[src/rtl/bcd_display_scan.sv]
// Three-digit multiplexed 7-segment scanner for a BCD converter.
// Digits are captured into shadow registers whenever rdy is high and shown
// one at a time (units, tens, hundreds). Each slot is 2^REFRESH_BITS clocks
// long; the first cycle of every slot is a blank guard cycle so the anode
// change never ghosts the previous pattern. seg and an are active-low.
module bcd_display_scan #(
    parameter int REFRESH_BITS = 10
) (
    input  logic       clk,
    input  logic       rst,
    input  logic [3:0] fdig,
    input  logic [3:0] sdig,
    input  logic [3:0] tdig,
    input  logic       rdy,
    input  logic       blank_lz,
    output logic [6:0] seg,
    output logic [2:0] an,
    output logic       frame_tick
);

    localparam logic [REFRESH_BITS-1:0] PRESC_MAX = '1;
    localparam logic [6:0] SEG_OFF  = 7'b1111111;
    localparam logic [6:0] SEG_DASH = 7'b0111111;
    localparam logic [2:0] AN_OFF   = 3'b111;

    logic [REFRESH_BITS-1:0] presc_r;
    logic [1:0]              idx_r;
    logic [3:0]              units_r;
    logic [3:0]              tens_r;
    logic [3:0]              hund_r;
    logic                    valid_r;
    logic [6:0]              seg_r;
    logic [2:0]              an_r;
    logic                    frame_tick_r;

    logic                    slot_tick_s;
    logic [1:0]              idx_next_s;
    logic [3:0]              cur_dig_s;
    logic                    blank_s;
    logic [2:0]              an_next_s;

    // BCD to active-low {g,f,e,d,c,b,a}; anything above 9 renders as a dash.
    function automatic logic [6:0] seg_decode(input logic [3:0] d);
        case (d)
            4'd0:    seg_decode = 7'b1000000;
            4'd1:    seg_decode = 7'b1111001;
            4'd2:    seg_decode = 7'b0100100;
            4'd3:    seg_decode = 7'b0110000;
            4'd4:    seg_decode = 7'b0011001;
            4'd5:    seg_decode = 7'b0010010;
            4'd6:    seg_decode = 7'b0000010;
            4'd7:    seg_decode = 7'b1111000;
            4'd8:    seg_decode = 7'b0000000;
            4'd9:    seg_decode = 7'b0010000;
            default: seg_decode = SEG_DASH;
        endcase
    endfunction

    assign slot_tick_s = (presc_r == PRESC_MAX);
    assign seg         = seg_r;
    assign an          = an_r;
    assign frame_tick  = frame_tick_r;

    // Select the current digit, its anode, the next index and the blanking decision.
    always_comb begin
        cur_dig_s  = units_r;
        an_next_s  = AN_OFF;
        idx_next_s = 2'd0;
        blank_s    = 1'b0;

        case (idx_r)
            2'd0: begin
                cur_dig_s = units_r;
                an_next_s = 3'b110;
            end
            2'd1: begin
                cur_dig_s = tens_r;
                an_next_s = 3'b101;
            end
            2'd2: begin
                cur_dig_s = hund_r;
                an_next_s = 3'b011;
            end
            default: begin
                cur_dig_s = units_r;
                an_next_s = AN_OFF;
            end
        endcase

        if (idx_r == 2'd2) begin
            idx_next_s = 2'd0;
        end else begin
            idx_next_s = idx_r + 2'd1;
        end

        // Nothing is shown before the first capture; dashes always stay visible.
        if (!valid_r) begin
            blank_s = 1'b1;
        end else if (cur_dig_s > 4'd9) begin
            blank_s = 1'b0;
        end else if (blank_lz && (idx_r == 2'd2) && (hund_r == 4'd0)) begin
            blank_s = 1'b1;
        end else if (blank_lz && (idx_r == 2'd1) && (hund_r == 4'd0) && (tens_r == 4'd0)) begin
            blank_s = 1'b1;
        end else begin
            blank_s = 1'b0;
        end
    end

    // Prescaler and digit index: the prescaler wrap advances the index.
    always_ff @(posedge clk or negedge rst) begin
        if (!rst) begin
            presc_r <= '0;
            idx_r   <= 2'd0;
        end else begin
            presc_r <= presc_r + {{(REFRESH_BITS-1){1'b0}}, 1'b1};
            if (slot_tick_s) begin
                idx_r <= idx_next_s;
            end else begin
                idx_r <= idx_r;
            end
        end
    end

    // Shadow digit capture with a sticky valid flag.
    always_ff @(posedge clk or negedge rst) begin
        if (!rst) begin
            units_r <= 4'd0;
            tens_r  <= 4'd0;
            hund_r  <= 4'd0;
            valid_r <= 1'b0;
        end else if (rdy) begin
            units_r <= fdig;
            tens_r  <= sdig;
            hund_r  <= tdig;
            valid_r <= 1'b1;
        end else begin
            units_r <= units_r;
            tens_r  <= tens_r;
            hund_r  <= hund_r;
            valid_r <= valid_r;
        end
    end

    // Registered display drive: guard cycle on the slot tick, else the current digit.
    always_ff @(posedge clk or negedge rst) begin
        if (!rst) begin
            an_r         <= AN_OFF;
            seg_r        <= SEG_OFF;
            frame_tick_r <= 1'b0;
        end else begin
            frame_tick_r <= slot_tick_s && (idx_r == 2'd2);
            if (slot_tick_s) begin
                an_r  <= AN_OFF;
                seg_r <= SEG_OFF;
            end else begin
                an_r  <= an_next_s;
                seg_r <= blank_s ? SEG_OFF : seg_decode(cur_dig_s);
            end
        end
    end

endmodule

[config.mk]
export PLATFORM = sky130hd
export DESIGN_NAME = bcd_display_scan
export DESIGN_NICKNAME = d
export VERILOG_FILES = /design/src/rtl/bcd_display_scan.sv
export SDC_FILE = /design/constraint.sdc
export NUM_CORES = 1
export LEC_CHECK = 0
export BUFFER_PORTS_ARGS = -buffer_cell sky130_fd_sc_hd__buf_2
export CAP_MARGIN = 20
export CORE_UTILIZATION = 37
export CTS_BUF_LIST = sky130_fd_sc_hd__clkbuf_8
export DETAILED_ROUTE_END_ITERATION = 8
export PLACE_DENSITY = 0.68
export SKIP_LAST_GASP = 1
export SYNTH_ARGS = -nofsm -noshare
export SYNTH_HDL_FRONTEND = slang
export SYNTH_SLANG_ARGS = --single-unit
[constraint.sdc]
create_clock -name clk -period 2.1 [get_ports clk]
set_input_delay 0 -clock clk [delete_from_list [all_inputs] [get_ports clk]]
set_output_delay 0 -clock clk [all_outputs]
set_load 0.02 [all_outputs]
; Word level (Yosys, flattened, before mapping)
; Memory sizes are Yosys's and may differ from the RTL's.
; Index checks and enable logic that the tools add are counted.
[totals]
reg_bits = 36
romBits = 112
in_bits = 16
output_inout_bits = 11
elab_cells = 35
mem_count = 1
[op_classes]
addsub = 2
magnitude_cmp = 1
n_eq_ne = 3
n_mux = 10
reduce_logical = 9
[memory_table]
columns = name, depth, width, read_ports, rd_ports_with_merged_regs, wr, line_no
row1 = (name not given), 16, 7, 1, 0, 0, 44  ; case (d)
[ops]
columns = cell, n
row1 = $mux 7, 2
row2 = $add 10x1->10 const B, 1
row3 = $eq 10x10->1 const B, 1
row4 = $pmux 3 s3, 1
row5 = $logic_not 4->1, 2
row6 = $pmux 4 s2, 1
row7 = $logic_and 1x1->1, 6
row8 = $gt 4x4->1 const B, 1
row9 = $mux 1, 4
row10 = $mux 3, 1
row11 = $add 2x1->2 const B, 1
row12 = $eq 2x1->1 const B, 1
row13 = $eq 2x2->1 const B, 1
row14 = $logic_not 2->1, 1
row15 = $mux 2, 1

; Longest topological paths before layout
; Gate-level depths: netlist of run 1.
[depth]
depth_word = 10
ltp_mapped = 13
depth_no_buf = 11

; Least setup slack after synthesis of run 1
; OpenSTA, ideal clock, no wires.
[synth_path]
kind = reg2reg
from = register idx_r[0]
to = register seg_r[5], in the netlist seg[5]
setup_ns = 0.086
t_arrival_ns = 2.099
required_time_ns = 2.014
path_slack_ns = -0.085
stages_incl_launch_ff = 14
path_buffers = 2
cell_sequence = dfrtp_1 inv_1 ha_1 buf_2 nor2_1 a21oi_1 inv_1 ha_1 nor2_1 a211oi_1 o2111ai_1 and3_1 buf_6 nand3_2
[synth_via]
elab_chain_len = 10
elab_cells_between_ends = 16
classes_between = 1 x order compare / 2 x eq/ne / 7 x mux / 5 x reduce/logical / 1 x memory
[synth_rtl]
columns = element, line_no
row1 = from (decl), 27  ; logic [1:0] idx_r;
row2 = from (signal assigned), 118  ; idx_r <= idx_next_s;
row3 = from (signal assigned), 120  ; idx_r <= idx_r;
row4 = "parallel branches: the longest is 8 deep, another holds $gt 4x4->1", -
row5 = $mux 7 *, 158  ; seg_r <= blank_s ? SEG_OFF : seg_decode(cur_dig_s);
row6 = $mux 7 *, 153  ; if (slot_tick_s) begin
row7 = to (signal assigned), 158
row8 = to (decl), 32  ; logic [6:0] seg_r;
; Mark *: on every way between the ends.
; A chain may end at the register's enable or synchronous reset.

; Worst setup path in the final report of run 1
; Same ends and word-level chain as after synthesis.

==> results of run 1 <==
[sequential cells by signal (all words and copies together) (netlist names)]
name / count
presc_r: 10
seg: 7
hund_r: 4
tens_r: 4
units_r: 4
an: 3
idx_r: 2
frame_tick: 1
valid_r: 1
[power by group]
group | leakage (uW) | internal [uW] | switching (uW)
Clock | 0.0000505 | 223 | 231
Combinational | 0.000603 | 120 | 127
Sequential | 0.000419 | 755 | 23.6
[final cells by class]
class	instances	area (um^2)
fillers	341	2080
flip-flops and latches	36	915
multi-input cells	90	787
repair buffers	57	395
clock buffers	5	68.8
well taps	52	65.1
inverters	7	28.8
clock inverters	3	12.5
[metrics by stage]
stage | total power (uW) | hold WS, ns | utilization
2_1_floorplan | 914 | -0.296 | -
3_3_place_gp | 986 | 0.0936 | 0.446
3_5_place_dp | 998 | 0.114 | 0.446
4_1_cts | 1470 | 0.156 | 0.500
5_1_grt | 1560 | 0.179 | 0.522
6_report | 1480 | 0.152 | 0.522
[final timing paths]
kind | from | endpoint | cells after the start
min in group asynchronous | rst | presc_r[9] | 2
max reg2reg | idx_r[0] | seg[5] | 11
max | idx_r[0] | seg[5] | 11
min | rdy | valid_r | 2
max in group asynchronous | rst | idx_r[0] | 2
min reg2reg | presc_r[7] | presc_r[7] | 1
[metal layers]
layer | GRT usage | part of all wire | vias to the layer above
li1 | - | - | 592
met4 | 0.0612 | 0.019 | 0
met5 | 0 | 0 | -
met3 | 0.0523 | 0.047 | 7
met1 | 0.165 | 0.42 | 585
met2 | 0.229 | 0.51 | 28
[logic make-up (layout without fill, tap and decap cells)]
kind of cell	after synthesis	after routing	synth area share
simple gates	39	39	0.115
flops	36	36	0.547
compound gates	17	17	0.0749
mux	15	15	0.108
fa+ha+maj	11	11	0.0824
buf+inv	11	72	0.0307
xor+xnor	8	8	0.0419
[repair_timing]
item	in CTS	in global routing
resized for setup	7	14
buffers inserted	0	5
endpoints found under the setup margin	7	7
hold buffers	13	0
endpoints found under the hold margin	38	0
pin swaps	0	6
[cell usage after synthesis]
| library cell | number | area [um^2] |
|---|---|---|
| buf_1 | 1 | 3.75 |
| nand3_2 | 1 | 10.0 |
| a22o_1 | 2 | 17.5 |
| nand2_1 | 8 | 30.0 |
| nor3_1 | 1 | 5.00 |
| nor2b_1 | 2 | 12.5 |
| a211oi_1 | 1 | 7.51 |
| buf_6 | 1 | 11.3 |
| and2_1 | 1 | 6.26 |
| a22oi_1 | 2 | 15.0 |
| nand4_1 | 1 | 6.26 |
| or2_2 | 1 | 6.26 |
| dfrtp_1 | 26 | 651 |
| nor2_1 | 8 | 30.0 |
| nand3_1 | 11 | 55.1 |
| buf_2 | 2 | 10.0 |
| nor4_1 | 2 | 12.5 |
| xnor2_1 | 5 | 43.8 |
| nand2b_1 | 1 | 6.26 |
| o2111ai_1 | 1 | 8.76 |
| o21ai_2 | 1 | 8.76 |
| mux2i_4 | 1 | 22.5 |
| inv_1 | 7 | 26.3 |
| o211ai_1 | 2 | 15.0 |
| ha_1 | 11 | 138 |
| xor2_1 | 3 | 26.3 |
| and3_1 | 2 | 12.5 |
| o211a_1 | 1 | 10.0 |
| mux2_2 | 14 | 158 |
| a21o_1 | 3 | 22.5 |
| o21ai_0 | 2 | 10.0 |
| a21oi_1 | 2 | 10.0 |
| dfstp_2 | 10 | 263 |
[worst max-delay path, delay by kind of cell, from the launching register on]
family	cells	cell delay [ns]
flops	1	0.43
simple gates	4	0.55
buf+inv	2	0.16
fa+ha+maj	2	0.48
compound gates	3	0.41
==> results.md, run 1 <==
* HPWL after detailed placement at approximately 2.2 mm
* Worst-path cell chain: inv_4 -> ha_4 -> nor2_1 -> a21oi_2 -> inv_1 -> ha_2 -> nor2_2 -> a211oi_2 -> o2111ai_1 -> and3_4 -> nand3_2
* Worst-Skew Late Latency at 0.29 ns
* Max IR drop VDD at between 300 and 400 uV
* Syn_nets at around 160
* Die Width at just under 70 um
* Fmax at about 480 MHz
* Worst-Margin Slew at 0.738 ns
* CP Data Required Time at roughly 2.3 ns
* Final setup vio count at 1
* Initial antenna violation count at 0
* Failing checks: negative setup slack
* Initial Utilization at 0.384
* Final Instance Area at 2270 um^2
* Placed Area at 1940 um^2
* Vias post-DR at 1212
* Fin crit share at 1.00
* RSZ-0062 raised after global routing: yes
* Crit path arrival time at 2.32 ns
* Mean Syn Cell Area at between 10 and 15 um^2
* Inserted Clock Buffers at 5
* DR iter-0 viols at 25
* Crit Path Class: reg -> reg
* WL/cell at 12.6 um
* Inst Count DP at 224
* Pin count of the biggest net entering global routing at 37
* Commonest non-fill, non-tap cell in the layout: buf_2
* Global Route Usage Sum at 0.140
* Nets at 224
* DRC viols at 0
* CP Launch Type: flop
* PnR worst setup slack at -0.00317 ns
* CTS tree: built
* Post-synthesis cell type count at 33
* Clock Tree Root: clkbuf_8
* Hold Path Class: in -> reg
* DRT Wirelength at 3.16 mm
* Rel. slew slack at 0.508
* Sequential area share after synthesis at 0.547
* Fin. Hold Viols at 0
* Status: complete, but fails checks
* Leak pwr at between 0.001 and 0.0015 uW
* Final Skew at 0.00390 ns
* First-pass GRT wire length at 5.18 mm
* Fin crit period at about 2.1 ns
* CP max stage cell: dfrtp_2
* Number of max-cap violations at 0
* Chip height at 69.2 um
* Vias in the first global route at 1161
* Core Footprint at between 4000 and 5000 um^2
* 1st-pass router iterations at 4
* Final Non-Filler Cells at 250
* Final ANT Viol Nets at 0
* Worst-path fanout max at 7
* Power Dens Cells at between 600 and 700 nW/um^2
* Most frequent cells in the layout: 26 x buf_2, 25 x dfrtp_1, 18 x buf_4, 14 x mux2_2, 13 x dlygate4sd3_1
* R2R Setup Slk at -0.003 ns
* Mapped Area at 1670 um^2
* # rows at 24
* # port buffers at 26
* Mapped Cells at 137
* Clock Sink Count at 36
* Crit path capture type: flop
* CP peak stage delay at 0.43 ns
* Total gr overflow at 0
* Die area at 4790 um^2
* Area grow syn2layout at 36.0%
* Setup WS pre-CTS at -0.154 ns
* Share of post-route cells with drive strength above 1 at 0.475
* Clock buffer depth at 2
* CTS H-Tree Depth at 2
* Clock transition at path regs at 0.07 ns
* Vias per cell at 4.85
* Setup_tns at -0.00317 ns
* Slew Viols, Final at 0
* Ant diodes at 0
* #FFs+latches synth at 36
* GP Congestion at 0.803
* YS warnings at 0
* IO Count at 27
Note: power is estimated with default switching activity, not from simulation.
==> run 2: changes to the inputs <==
--- a/config.mk
+++ b/config.mk
@@ -7,6 +7,7 @@
 export LEC_CHECK = 0
 export BUFFER_PORTS_ARGS = -buffer_cell sky130_fd_sc_hd__buf_2
 export CAP_MARGIN = 20
+export CORE_ASPECT_RATIO = 1.1
 export CORE_UTILIZATION = 37
 export CTS_BUF_LIST = sky130_fd_sc_hd__clkbuf_8
 export DETAILED_ROUTE_END_ITERATION = 8
==> constraint.sdc (replaced) <==
create_clock -name clk -period 2.1 [get_ports clk]
set_input_delay 0 -clock clk [delete_from_list [all_inputs] [get_ports clk]]
set_output_delay 0 -clock clk [all_outputs]
set_load 0.05 [all_outputs]
==> run 2 against run 1 <==
- the flow now finishes without violations
- die area is essentially flat
- via count is essentially flat
- wire length fell by 0.73%
- final cell count grew 0.80%
- clock-buffer cell count increased by 1
- maximum frequency up 3.5%
- register-to-register slack better by 0.07 ns
- sequential share of layout area is 0.14 points lower
- non-clock buffer count did not move
- cell area up 0.22%
- critical path depth stayed put
- critical path type unchanged
- critical endpoint is now seg[2]
- largest cell class unchanged
==> results.md, run 2 (synthesis results as in run 1) <==
* CP Capture Point: seg[2]
* Final Instance Area at between 2000 and 2500 um^2
* Hold Path Class: in -> reg
* Clock Sink Count at 36
* Crit path capture type: flop
* Global Route Usage Sum at 0.150
* Max FFs per register at 10
* Initial Utilization at 0.387
* Crit. Startpoint: idx_r[1]
* Max IR drop VDD at 370 uV
* Vias post-DR at ~1200
* RR Startpoint: idx_r[1]
* Chip height at 72.5 um
* CP Data Required Time at around 2.3 ns
* CP peak stage delay at approximately 0.40 ns
* Worst-Margin Slew at 0.753 ns
* Multi-input combinational cell area at 782 um^2
* Crit path arrival time at 2.24 ns
* Die area at 4790 um^2
* Ant diodes at 0
* CP Launch Type: flop
* WHS at 0.164 ns
* RSZ-0062 raised after global routing: yes
* Crit Path Class: reg -> reg
* Most frequent cells in the layout: 26 x dfrtp_1, 26 x buf_2, 18 x buf_4, 14 x mux2_2, 13 x dlygate4sd3_1
* Clock transition at path regs at 0.07 ns
* Placed Area at 1940 um^2
* Worst-Skew Late Latency at 0.28 ns
* Register area at between 900 and 1000 um^2
* Worst-path fanout max at 7
* Die Width at 66.1 um
* DRC viols at 0
* Fin. Hold Viols at 0
* Initial antenna violation count at 0
* # port buffers at 26
* Clock Tree Root: clkbuf_8
* GP Congestion at 0.779
* Final Skew at just over 0.002 ns
* Number of fill cells at 384
* # rows at 25
* Final setup vio count at 0
* Core Footprint at 4320 um^2
* CTS tree: built
* Clock buffer depth at 2
* Fin crit share at 0.968
* Worst-path cell chain: inv_2 -> ha_4 -> a22oi_2 -> a21oi_2 -> inv_1 -> ha_2 -> nor2_2 -> a211oi_2 -> o2111ai_1 -> and3_4 -> nand3_1
* CTS H-Tree Depth at 2
* Vias in the first global route at 1286
* Leak pwr at 0.00106 uW
* CP max stage cell: dfrtp_1
* Number of max-cap violations at 0
* Inserted Clock Buffers at 5
* Nets at 224
* Slew Viols, Final at 0
* 1st-pass router iterations at 4
* IO Count at 27
* DR iter-0 viols at 17
* Power Dens Cells at 685 nW/um^2
* Rel. slew slack at 0.498
* Status: finished clean
* Biggest register: presc_r
* Area grow syn2layout at 36.3%
* Final ANT Viol Nets at 0
* Total gr overflow at 0
* R2r endpoint: seg[2]
* Pin count of the biggest net entering global routing at 37
* Share of post-route cells with drive strength above 1 at 0.480
* WL/cell at 12.4 um
* HPWL after detailed placement at 2.26 mm
* DRT Wirelength at around 3.1 mm
* Worst-case reg-to-reg path depth at 11
* R2R Setup Slk at 0.07 ns
* Vias per cell at 4.81
* Fin crit period at between 2 and 2.5 ns
* Fmax at 492 MHz
* First-pass GRT wire length at 5.35 mm
run 2: cell types whose count changed in the layout (fill, tap and decap cells not counted), sizes merged:
cell and change:
inv -2, clkinv +1, clkbuf +1
run 2: metrics by stage:
| step | cells | utilization | setup slack [ns] | power (uW) | setup TNS (ns) |
|---|---|---|---|---|---|
| 2_1_floorplan | 137 | - | 0.0398 | 968 | 0 |
| 3_3_place_gp | 226 | 0.450 | -0.0174 | 1040 | -0.0704 |
| 3_5_place_dp | 226 | 0.450 | -0.178 | 1050 | -1.14 |
| 4_1_cts | 247 | 0.508 | 0.000599 | 1570 | 0 |
| 5_1_grt | 252 | 0.528 | -0.0858 | 1640 | -0.521 |
| 6_report | 252 | 0.528 | 0.0677 | 1560 | 0 |
run 2: critical path, delay by kind of cell, from the launching register on:
kind                       cells  cell delay (ns)
AOI/OAI and AO/OA              4             0.53
and+or+nand+nor                3             0.45
DFF                            1             0.40
adders and majority gates      2             0.36
buffers and inverters          2             0.21
run 2: layout make-up:
class | instances | area share
Inverter | 7 | 0.0115
Tap cell | 54 | 0.0297
Timing Repair Buffer | 57 | 0.174
Clock inverter | 2 | 0.00440
Sequential cell | 36 | 0.401
Clock buffer | 6 | 0.0363
Multi-Input combinational cell | 90 | 0.343
run 2: power breakdown:
group | switching (uW) | total, uW | internal, uW | leakage (uW)
logic | 175 | 293 | 117 | 0.000590
registers | 25.0 | 780 | 755 | 0.000421
clock network | 227 | 488 | 261 | 0.0000510
run 2: repair_timing:
| item | CTS | global route |
|---|---|---|
| gates resized for setup | 8 | 10 |
| hold buffers | 13 | 0 |
| pin swaps | 0 | 5 |
| endpoints found under the hold margin | 38 | 0 |
| setup endpoints to repair | 7 | 7 |
| setup buffers | 0 | 5 |
run 2: worst min path at each step:
stage               startpoint    endpoint  depth (start not counted)
floorplan                  rst  frame_tick                          0
global placement           rst  presc_r[7]                          1
detailed placement         rst  presc_r[6]                          1
CTS                        rdy     valid_r                          2
global route               rdy     valid_r                          2
finish                     rdy     valid_r                          2
run 2: metal layers:
metal | share of wire | vias up | track usage
met4 | 0.022 | 0 | 0.0969
li1 | - | 589 | -
met2 | 0.52 | 30 | 0.256
met5 | 0 | - | 0
met3 | 0.038 | 6 | 0.0283
met1 | 0.42 | 586 | 0.169
==> run 3: changes to the inputs <==
--- a/config.mk
+++ b/config.mk
@@ -7,11 +7,14 @@
 export LEC_CHECK = 0
 export BUFFER_PORTS_ARGS = -buffer_cell sky130_fd_sc_hd__buf_2
 export CAP_MARGIN = 20
+export CELL_PAD_IN_SITES_DETAIL_PLACEMENT = 1
+export CELL_PAD_IN_SITES_GLOBAL_PLACEMENT = 1
 export CORE_ASPECT_RATIO = 1.1
 export CORE_UTILIZATION = 37
 export CTS_BUF_LIST = sky130_fd_sc_hd__clkbuf_8
 export DETAILED_ROUTE_END_ITERATION = 8
-export PLACE_DENSITY = 0.68
+export PLACE_DENSITY = 0.8
+export SETUP_SLACK_MARGIN = 0.5
 export SKIP_LAST_GASP = 1
 export SYNTH_ARGS = -nofsm -noshare
 export SYNTH_HDL_FRONTEND = slang
==> run 3 against run 2 <==
- global-route usage increased by 3.9 points
- sequential share of layout area shrank 1.0 points
- clock power rose by 3%
==> results.md, run 3 (synthesis results as in run 1) <==
* Status: finished clean
* Slew Viols, Final at 0
* Tot Pwr at 1610 uW
* CP Launch Type: flop
* DRC viols at 0
* Leak pwr at 0.00107 uW
* Vias per cell at 4.91
* Cell repeated most along the worst path: ha_4
* Sw frac at 0.286
* 1st-pass router iterations at 4
* Chip height at about 72 um
* Core Footprint at 4320 um^2
* Rel. slew slack at 0.487
* Clock transition at path regs at about 0.07 ns
* Final ANT Viol Nets at 0
* Max IR drop VDD at roughly 340 uV
* CP peak stage delay at 0.37 ns
* Multi-input combinational cell area at ~820 um^2
* Setup WS pre-CTS at -0.157 ns
* Final setup vio count at 0
* CP max stage cell: dfrtp_1
* Fin. Hold Viols at 0
* Met3 WL post-DR at 127 um
* Die area at 4790 um^2
* Crit path capture type: flop
* Die Width at 66.1 um
* DR iter-0 viols at 25
* Ant diodes at 0
* Power Internal at between 1000 and 1500 uW
* Final Skew at approximately 0.0043 ns
* Sequential power share at 0.486
* Vias post-DR at 1248
* Met2 WL post-DR at 2.26 mm
* DRT met1 WL at 1.55 mm
* Initial Utilization at 0.387
* WL/cell at 16.0 um
* Fin crit period at roughly 2.1 ns
* Switching power total at 459 uW
* Most frequent cells in the layout: 26 x dfrtp_1, 26 x buf_2, 19 x buf_4, 14 x mux2_2, 13 x dlygate4sd3_1
* Crit Path Class: reg -> reg
* RSZ-0062 raised after global routing: yes
* Share of post-route cells with drive strength above 1 at 0.510
* Gate power share at 0.201
* Clock Sink Count at 36
* DRT Wirelength at 4.07 mm
* CTS tree: built
* Area grow syn2layout at 39.9%
* Clock share of power at 0.313
* GP Congestion at 0.785
* Number of max-cap violations at 0
* Clock buffer depth at 2
* Inserted Clock Buffers at 5
* Global Route Usage Sum at 0.188
* Crit path arrival time at ~2.3 ns
* Worst-Skew Late Latency at roughly 0.29 ns
* Total gr overflow at 0
* Fin crit share at 0.996
* Initial antenna violation count at 0
* Biggest register: presc_r
* CTS H-Tree Depth at 2
* Fmax at 478 MHz
* PnR worst setup slack at 0.00890 ns
* Number of fill cells at between 400 and 500
* First-pass GRT wire length at ~6.4 mm
* Worst-path fanout max at 7
* IO Count at 27
* Register area at 913 um^2
* Hold Path Class: in -> reg
* Worst-path cell chain: inv_2 -> ha_4 -> nor2_2 -> a21o_1 -> buf_6 -> ha_4 -> nor2_4 -> a211oi_2 -> o2111ai_1 -> and3_4 -> nand3_1
* # port buffers at 26
* HPWL after detailed placement at 2.51 mm
* Vias in the first global route at between 1000 and 1500
* Nets at around 230
* Power Dens Cells at 687 nW/um^2
* Worst-Margin Slew at 0.770 ns
* Max layer used: met4
* # rows at 25
* Pin count of the biggest net entering global routing at 37
* Clock Tree Root: clkbuf_8
* CP Data Required Time at around 2.3 ns
* Max FFs per register at 10
==> run 3: cell type report <==
class,count,area share
Inverter,7,0.0112
Tap cell,54,0.0289
Sequential cell,36,0.391
Multi-Input combinational cell,90,0.352
Clock buffer,6,0.0354
Clock inverter,2,0.00428
Timing Repair Buffer,59,0.177
==> run 3: path summary, 6_finish.rpt <==
kind                            start         end  slack [ns]  cells past startpoint
setup / recovery             idx_r[1]      seg[2]       0.009                     11
hold / removal                    rdy     valid_r        0.16                      2
setup reg to reg             idx_r[1]      seg[2]       0.009                     11
hold reg to reg            presc_r[7]  presc_r[7]        0.48                      1
max in group asynchronous         rst     valid_r        1.28                      2
min in group asynchronous         rst  frame_tick        0.33                      2
==> run 3: metal layers <==
metal  vias to the layer above  track usage
li1                        597            -
met1                       609        0.191
met2                        33        0.345
met3                         9       0.0440
met4                         0        0.113
met5                         -            0
==> run 3: metrics by stage <==
stage / utilization / area [um^2] / setup TNS (ns) / hold slack, ns / std cells
floorplan: - / 1700 / 0 / -0.296 / 137
global route: 0.541 / 2340 / -0.368 / 0.166 / 254
detailed placement: 0.449 / 1940 / -0.918 / 0.115 / 223
CTS: 0.528 / 2280 / 0 / 0.164 / 251
global placement: 0.449 / 1940 / 0 / 0.101 / 223
finish: 0.541 / 2340 / 0 / 0.157 / 254
==> run 3: power groups by stage <==
stage                     Combinational [uW]  Clock (uW)  Sequential (uW)
after global routing                     345         547              786
after detailed placement                 264           0              792
after floorplan                         97.2           0              871
final                                    323         503              781
after CTS                                301         504              781
after global placement                   253           0              789
==> run 3: worst max-delay path: cells and delay by family, from the launching register on <==
family                     cells  cell delay, ns
AOI/OAI and AO/OA              3            0.45
adders and majority gates      2            0.47
buffers and inverters          2            0.21
DFF                            1            0.37
and+or+nand+nor                4            0.51
==> run 3: repair_timing <==
item,in CTS,in global routing
buffers inserted,7,3
pin swaps,4,5
hold buffers,13,0
endpoints found under the hold margin,38,0
gates resized for setup,16,7
endpoints found under the setup margin,9,9
